`config.mk`:
```
export PLATFORM = sky130hd
export DESIGN_NAME = bootrom_loader_flat
export DESIGN_NICKNAME = d
export VERILOG_FILES = /design/src/rtl/bootrom_loader_pkg.sv /design/src/rtl/bootrom_loader_if.sv /design/src/rtl/bootrom_loader.sv /design/src/flat_wrapper.sv
export SDC_FILE = /design/constraint.sdc
export NUM_CORES = 1
export LEC_CHECK = 0
export BUFFER_PORTS_ARGS = -buffer_cell sky130_fd_sc_hd__buf_4
export CAP_MARGIN = 5
export CORE_MARGIN = 2
export CORE_UTILIZATION = 35
export DETAILED_ROUTE_END_ITERATION = 8
export GPL_TIMING_DRIVEN = 0
export PLACE_DENSITY = 0.56
export SKIP_LAST_GASP = 1
export SYNTH_ARGS = -nofsm -noshare
export SYNTH_HDL_FRONTEND = slang
export SYNTH_SLANG_ARGS = --single-unit
```
`constraint.sdc`:
```
create_clock -name CLK -period 3.97 [get_ports CLK]
set_input_delay 0.794 -clock CLK [delete_from_list [all_inputs] [get_ports CLK]]
set_output_delay 0.794 -clock CLK [all_outputs]
set_load 0.02 [all_outputs]
```
`src/rtl/bootrom_loader_pkg.sv`:
```
// bootrom_loader_pkg
//   Shared definitions for the boot ROM copy engine: the controller state
//   encoding, the ROM data width and the checksum accumulate helper.
package bootrom_loader_pkg;

    localparam int ROM_DW = 32;

    typedef enum logic [2:0] {
        ST_IDLE  = 3'd0,
        ST_READ  = 3'd1,
        ST_DRAIN = 3'd2,
        ST_CHECK = 3'd3,
        ST_PASS  = 3'd4,
        ST_FAIL  = 3'd5
    } state_t;

    // Two's-complement checksum step: plain addition, wrapping modulo 2**32.
    function automatic logic [ROM_DW-1:0] csum_add(input logic [ROM_DW-1:0] acc,
                                                   input logic [ROM_DW-1:0] word);
        return acc + word;
    endfunction

endpackage

```
`src/rtl/bootrom_loader_if.sv`:
```
// bootrom_loader_if
//   Bundles the copy engine's control, boot ROM read port and SRAM write port.
//   master : the loader (drives ROM_EN/ROM_ADDR, SRAM_*, CPU_HOLD/DONE/ERR/CHECKSUM)
//   slave  : the system side (drives START and ROM_RDATA)
//   Signals:
//     START      system request to (re)start a copy (single cycle)
//     ROM_EN     ROM read enable
//     ROM_ADDR   ROM word address (AW_ADDR_W bits)
//     ROM_RDATA  ROM read data, valid the cycle after ROM_EN
//     SRAM_CS    SRAM select
//     SRAM_WE    SRAM write enable
//     SRAM_ADDR  SRAM word address (SRAM_AW bits)
//     SRAM_WDATA SRAM write data
//     CPU_HOLD   1 keeps the CPU in reset
//     DONE       copy finished, checksum good
//     ERR        copy finished, checksum bad
//     CHECKSUM   running sum of words copied so far
interface bootrom_loader_if #(
    parameter int AW_ADDR_W = 8,
    parameter int SRAM_AW   = 14
);

    logic                               START;
    logic                               ROM_EN;
    logic [AW_ADDR_W-1:0]               ROM_ADDR;
    logic [bootrom_loader_pkg::ROM_DW-1:0] ROM_RDATA;
    logic                               SRAM_CS;
    logic                               SRAM_WE;
    logic [SRAM_AW-1:0]                 SRAM_ADDR;
    logic [bootrom_loader_pkg::ROM_DW-1:0] SRAM_WDATA;
    logic                               CPU_HOLD;
    logic                               DONE;
    logic                               ERR;
    logic [bootrom_loader_pkg::ROM_DW-1:0] CHECKSUM;

    modport master (
        input  START, ROM_RDATA,
        output ROM_EN, ROM_ADDR, SRAM_CS, SRAM_WE, SRAM_ADDR, SRAM_WDATA,
               CPU_HOLD, DONE, ERR, CHECKSUM
    );

    modport slave (
        output START, ROM_RDATA,
        input  ROM_EN, ROM_ADDR, SRAM_CS, SRAM_WE, SRAM_ADDR, SRAM_WDATA,
               CPU_HOLD, DONE, ERR, CHECKSUM
    );

endinterface

```
`src/rtl/bootrom_loader.sv`:
```
// bootrom_loader
//   Boot-time copy engine. Reads NUM_WORDS words from the synchronous boot ROM
//   (one-cycle read latency), writes each into SRAM starting at SRAM_BASE one
//   cycle after its read, and accumulates a 32-bit sum. An image is good when
//   the sum of all words (the last being the checksum word) is zero; only then
//   is the CPU released from reset.
//   Ports:
//     CLK  single clock
//     RST  asynchronous active-high reset
//     bus  bootrom_loader_if.master (START, ROM port, SRAM port, status)
module bootrom_loader
    import bootrom_loader_pkg::*;
#(
    parameter int AW_ADDR_W  = 8,
    parameter int NUM_WORDS  = 256,
    parameter int SRAM_AW    = 14,
    parameter int SRAM_BASE  = 0,
    parameter int AUTO_START = 1
) (
    input  logic             CLK,
    input  logic             RST,
    bootrom_loader_if.master bus
);

    // One extra bit so a full 2**AW_ADDR_W image ends without wrapping to 0.
    localparam int                   CNT_W    = AW_ADDR_W + 1;
    localparam logic [CNT_W-1:0]     LAST_CNT = CNT_W'(NUM_WORDS);
    localparam logic [SRAM_AW-1:0]   BASE     = SRAM_AW'(SRAM_BASE);

    state_t               state;
    logic                 auto_pend;
    logic [CNT_W-1:0]     cnt;          // address of the next read to issue
    logic                 vld_p0;       // ROM read issued this cycle
    logic [AW_ADDR_W-1:0] rom_addr_p0;
    logic                 vld_p1;       // ROM data returning, SRAM write this cycle
    logic [SRAM_AW-1:0]   wr_addr_p1;
    logic [ROM_DW-1:0]    checksum;
    logic                 done;
    logic                 err;
    logic                 cpu_hold;
    logic                 launch;

    // A copy starts from IDLE on START or the pending auto-start, and from
    // PASS/FAIL on START only; START is ignored while a copy is in flight.
    always_comb begin
        launch = 1'b0;
        case (state)
            ST_IDLE:          launch = bus.START | auto_pend;
            ST_PASS, ST_FAIL: launch = bus.START;
            default:          launch = 1'b0;
        endcase
    end

    always_ff @(posedge CLK or posedge RST) begin
        if (RST) begin
            state       <= ST_IDLE;
            auto_pend   <= (AUTO_START != 0);
            cnt         <= '0;
            vld_p0      <= 1'b0;
            rom_addr_p0 <= '0;
            vld_p1      <= 1'b0;
            wr_addr_p1  <= '0;
            checksum    <= '0;
            done        <= 1'b0;
            err         <= 1'b0;
            cpu_hold    <= 1'b1;
        end else begin
            auto_pend <= 1'b0;
            if (launch) begin
                state       <= ST_READ;
                cnt         <= CNT_W'(1);
                vld_p0      <= 1'b1;
                rom_addr_p0 <= '0;
                vld_p1      <= 1'b0;
                checksum    <= '0;
                done        <= 1'b0;
                err         <= 1'b0;
                cpu_hold    <= 1'b1;
            end else begin
                case (state)
                    ST_READ: begin
                        // p0 -> p1: the word read now is written next cycle
                        vld_p1     <= 1'b1;
                        wr_addr_p1 <= BASE + SRAM_AW'(rom_addr_p0);
                        if (vld_p1) begin
                            checksum <= csum_add(checksum, bus.ROM_RDATA);
                        end
                        if (cnt == LAST_CNT) begin
                            state  <= ST_DRAIN;
                            vld_p0 <= 1'b0;
                        end else begin
                            rom_addr_p0 <= cnt[AW_ADDR_W-1:0];
                            cnt         <= cnt + CNT_W'(1);
                        end
                    end
                    ST_DRAIN: begin
                        // p1: last word written, pipeline empty afterwards
                        vld_p1   <= 1'b0;
                        checksum <= csum_add(checksum, bus.ROM_RDATA);
                        state    <= ST_CHECK;
                    end
                    ST_CHECK: begin
                        if (checksum == '0) begin
                            state    <= ST_PASS;
                            done     <= 1'b1;
                            cpu_hold <= 1'b0;
                        end else begin
                            state    <= ST_FAIL;
                            err      <= 1'b1;
                            cpu_hold <= 1'b1;
                        end
                    end
                    ST_IDLE, ST_PASS, ST_FAIL: ;
                    default: state <= ST_IDLE;
                endcase
            end
        end
    end

    assign bus.ROM_EN     = vld_p0;
    assign bus.ROM_ADDR   = rom_addr_p0;
    assign bus.SRAM_CS    = vld_p1;
    assign bus.SRAM_WE    = vld_p1;
    assign bus.SRAM_ADDR  = wr_addr_p1;
    assign bus.SRAM_WDATA = bus.ROM_RDATA;
    assign bus.CPU_HOLD   = cpu_hold;
    assign bus.DONE       = done;
    assign bus.ERR        = err;
    assign bus.CHECKSUM   = checksum;

endmodule

```
`src/flat_wrapper.sv`:
```
// flat-port wrapper written by rule: the top's interface ports become plain ports
module bootrom_loader_flat import bootrom_loader_pkg::*;
#(
    parameter int AW_ADDR_W  = 8,
    parameter int NUM_WORDS  = 256,
    parameter int SRAM_AW    = 14,
    parameter int SRAM_BASE  = 0,
    parameter int AUTO_START = 1
)
  (CLK, RST, bus_START, bus_ROM_RDATA, bus_ROM_EN, bus_ROM_ADDR, bus_SRAM_CS, bus_SRAM_WE, bus_SRAM_ADDR, bus_SRAM_WDATA, bus_CPU_HOLD, bus_DONE, bus_ERR, bus_CHECKSUM);
  bootrom_loader_if #(.AW_ADDR_W(AW_ADDR_W), .SRAM_AW(SRAM_AW)) bus_i ();
  input  logic CLK;
  input  logic RST;
  input wire logic [$bits(bus_i.START)-1:0] bus_START;
  input wire logic [$bits(bus_i.ROM_RDATA)-1:0] bus_ROM_RDATA;
  output wire logic [$bits(bus_i.ROM_EN)-1:0] bus_ROM_EN;
  output wire logic [$bits(bus_i.ROM_ADDR)-1:0] bus_ROM_ADDR;
  output wire logic [$bits(bus_i.SRAM_CS)-1:0] bus_SRAM_CS;
  output wire logic [$bits(bus_i.SRAM_WE)-1:0] bus_SRAM_WE;
  output wire logic [$bits(bus_i.SRAM_ADDR)-1:0] bus_SRAM_ADDR;
  output wire logic [$bits(bus_i.SRAM_WDATA)-1:0] bus_SRAM_WDATA;
  output wire logic [$bits(bus_i.CPU_HOLD)-1:0] bus_CPU_HOLD;
  output wire logic [$bits(bus_i.DONE)-1:0] bus_DONE;
  output wire logic [$bits(bus_i.ERR)-1:0] bus_ERR;
  output wire logic [$bits(bus_i.CHECKSUM)-1:0] bus_CHECKSUM;
  assign bus_i.START = bus_START;
  assign bus_i.ROM_RDATA = bus_ROM_RDATA;
  assign bus_ROM_EN = bus_i.ROM_EN;
  assign bus_ROM_ADDR = bus_i.ROM_ADDR;
  assign bus_SRAM_CS = bus_i.SRAM_CS;
  assign bus_SRAM_WE = bus_i.SRAM_WE;
  assign bus_SRAM_ADDR = bus_i.SRAM_ADDR;
  assign bus_SRAM_WDATA = bus_i.SRAM_WDATA;
  assign bus_CPU_HOLD = bus_i.CPU_HOLD;
  assign bus_DONE = bus_i.DONE;
  assign bus_ERR = bus_i.ERR;
  assign bus_CHECKSUM = bus_i.CHECKSUM;
  bootrom_loader #(.AW_ADDR_W(AW_ADDR_W), .NUM_WORDS(NUM_WORDS), .SRAM_AW(SRAM_AW), .SRAM_BASE(SRAM_BASE), .AUTO_START(AUTO_START)) u_core (.CLK(CLK), .RST(RST), .bus(bus_i));
endmodule
```
==> results.cfg <==
[floorplan]
row_count = 42
die_area_um2 = 14200
start_util_pct = 35.48
pin_count = 127
core_um2 = 13090
die_w_um = 119.2
chipHeight_um = 119.2

[logic_synthesis]
synthFlopType = dfrtp_1
yosysUniqueCellTypes = 54
synth.area.top_cells = dfrtp_1 35%, ha_1 8.9%, buf_4 6.3%, o21ai_0 5.7%, nand2_1 5.1%
postSynth.asyncResetShare_pct = 100.0
seq_area_frac_synth_pct = 35.63
synth_area_um2 = 4642
synthTopCellsByCount = 64 x dfrtp_1, 63 x nand2_1, 53 x o21ai_0, 39 x buf_4, 36 x nor2_1
yosysMostFrequentCell = dfrtp_1
ys_seq_elements = 66
syn_inst = 530
syn_avg_cell_area_um2 = 8.758
yosysTopAreaCellShare_pct = 34.50
yosysWarnings = 0
synth_edf_count = 0
yosysTopAreaCell = dfrtp_1

[timing]
fmax_mhz = 317.9
drv_slew = 0
whs_ns = 0.4863
fin_crit_sh_pct = 79.24
finClkSkew_ns = 0.005826
slew_headroom_pct = 39.14
hold_violations = 0
grt_setup_unrepaired = false
final.setup.tns_ns = 0
final.min_clock_period_ns = 3.146
worst_pin_slew_ns = 0.9129
setup_viol = 0

[power]
p_seq_share_pct = 24.4
ir_drop_mv = 0.3447
cellPowerDensity_nw_per_um2 = 819.5
cellLeakagePower_uw = 0.002964
switching_power_uw = 2293
switching_share_pct = 45.75
pwr-share-clk_pct = 17.7
combPwrFrac_pct = 57.9
internal_power_uw = 2718

[global_route]
grt_util_met1_pct = 23.64
grt_pass1_vias = 4283
use_met3_pct = 3.592
grt_pass1_wl_um = 21170
busiest_layer = met2
use_met2_pct = 31.79
antenna_found_initial = 0
grt_overflow = 0
gr-usage-all-layers_pct = 18.61
grt_max_degree = 67

[route]
routedWlPerCell_um = 15.01
routed_via_density = 5.108
ant_nets = 0
drc = 0
drt-initial-drc-count = 226
drt-pass1-iter-count = 4
vias = 4332
routed_wl_um = 12730

[placed_design]
numPortBuffers = 120
routabilityCongestion = 0.8994
hpwl_um = 9736

[cts]
clockRootBuffer = clkbuf_16
htreeDepth = 3
hold_buffers = 0
clk-insertion-delay-late_ns = 0.34
cts_setup_buffers = 0
clkSinkCount = 66
clockBufferDepth = 2
cts_tree = yes
numCtsBuffers = 9
path_clk_slew_ns = 0.06
cts_resized = 0

[critical_path]
slowest_delay_ns = 0.43
slowest_stage = fa_1
rr_endpoint = u_core.bus.CHECKSUM[24]$_DFFE_PP0P_
rrSetupSlack_ns = 0.91
r2r_cells = 10
r2r-start = u_core.bus.CHECKSUM[0]$_DFFE_PP0P_
required_ns = 4.17
worstSetupStartpointType = input port
worstPathArrival_ns = 3.35
cp-end-kind = flop
crit_chain = buf_4, ha_1, fa_1, a211oi_1, o21bai_1, a21oi_1, o2111ai_1, and2_1, a41oi_1, xor2_1, o21ai_0
path_class = in2reg
worstPathMaxFanout = 4

[cells_and_area]
antennaDiodeCount = 0
final_nets = 736
syn2layout_area_growth_pct = 31.72
final_layout_size_suffix_gt1_share_pct = 28.72

[worst_hold_path]
hold_end = u_core.cnt[8]$_DFFE_PP0P_
hp-start = u_core.cnt[8]$_DFFE_PP0P_
hold_depth = 1
hold_path.class = reg2reg

[run]
maxCapViolCount = 0

[status]
status = complete, no violations
worst max-delay path by stage:
stage                     slack, ns              from                                  end
after detailed placement       0.46  bus_ROM_RDATA[0]  u_core.bus.CHECKSUM[24]$_DFFE_PP0P_
after floorplan                1.05  bus_ROM_RDATA[0]  u_core.bus.CHECKSUM[24]$_DFFE_PP0P_
final                          0.82  bus_ROM_RDATA[0]  u_core.bus.CHECKSUM[24]$_DFFE_PP0P_
after global placement         0.48               RST  u_core.bus.CHECKSUM[26]$_DFFE_PP0P_
after CTS                      0.82  bus_ROM_RDATA[0]  u_core.bus.CHECKSUM[24]$_DFFE_PP0P_
after global routing           0.61  bus_ROM_RDATA[0]  u_core.bus.CHECKSUM[24]$_DFFE_PP0P_
registers in the layout (all words and copies together), names as in the netlist, 3 cells and up:
name,count
u_core.bus.ROM_ADDR,8
u_core.bus.CHECKSUM,32
u_core.state,3
u_core.cnt,9
u_core.bus.SRAM_ADDR,8
layer usage:
metal | wire (um) | share of wire, %
met1 | 5614 | 44
met2 | 6199 | 49
met3 | 661 | 5.2
met4 | 251 | 2.0
met5 | 0 | 0
cell type report:
type | instances | area, um^2
tap | 176 | 220.2
sequential | 66 | 1654
multi-input combinational | 396 | 2562
fill | 1283 | 6970
clock buffer | 9 | 225.2
clock inverter | 7 | 101.3
inverter | 18 | 70.07
timing repair buffer | 120 | 900.9
buffer | 56 | 380.4
critical path, delay by kind of cell:
kind,cells,cell delay [ns]
AOI/OAI and AO/OA,6,1.34
xor gates and xnor gates,1,0.18
buffers and inverters,1,0.12
adders and majority gates,2,0.63
and+or+nand+nor,1,0.27
power by group through the flow:
stage / clock network [uW] / logic [uW] / registers (uW)
2_1_floorplan: 0 / 1800 / 1410
3_3_place_gp: 0 / 2860 / 1230
3_5_place_dp: 0 / 2900 / 1230
4_1_cts: 912 / 2920 / 1230
5_1_grt: 947 / 3220 / 1270
6_report: 887 / 2900 / 1220
stage by stage:
step	cell area [um^2]	worst slack (ns)	std cells	total power, uW	utilization, %
global placement	5786	0.4813	832	4089	44.21
floorplan	4664	1.051	536	3211	-
CTS	6115	0.8198	848	5055	46.73
finish	6115	0.8243	848	5011	46.73
global route	6115	0.6138	848	5432	46.73
detailed placement	5788	0.4636	832	4139	44.23
cells in the final DEF, fill, tap and decap left out, types with 4 or more instances in the layout:
cell type / instances
o31ai_1: 4
nor2_1: 36
nor3_1: 6
o21a_1: 4
a21o_1: 12
inv_1: 17
a21oi_1: 34
mux2_2: 8
clkbuf_16: 9
and2_1: 4
o21bai_1: 5
a211oi_1: 4
nor2b_1: 4
nand2b_1: 5
nand4_1: 10
o211ai_1: 6
xor2_1: 13
buf_4: 159
xnor2_1: 14
clkbuf_1: 11
ha_1: 33
a22o_1: 11
dfrtp_1: 64
a31oi_1: 4
nand2_1: 63
nor4_1: 11
conb_1: 7
nand3_1: 15
o21ai_0: 53
kinds of logic (layout without fill, tap and decap cells):
kind of cell	Yosys count	in the layout	synth area share, %
buffers and inverters	74	210	9.649
flip-flops	66	66	35.63
multiplexers	9	9	2.156
XOR/XNOR	27	27	5.094
adder cells (fa/ha/maj)	34	34	9.326
other	1	7	0.08078
AND/OR/NAND/NOR	163	163	16.36
AO/OA/AOI/OAI	156	156	21.70
(Power assumes the default switching activity.)
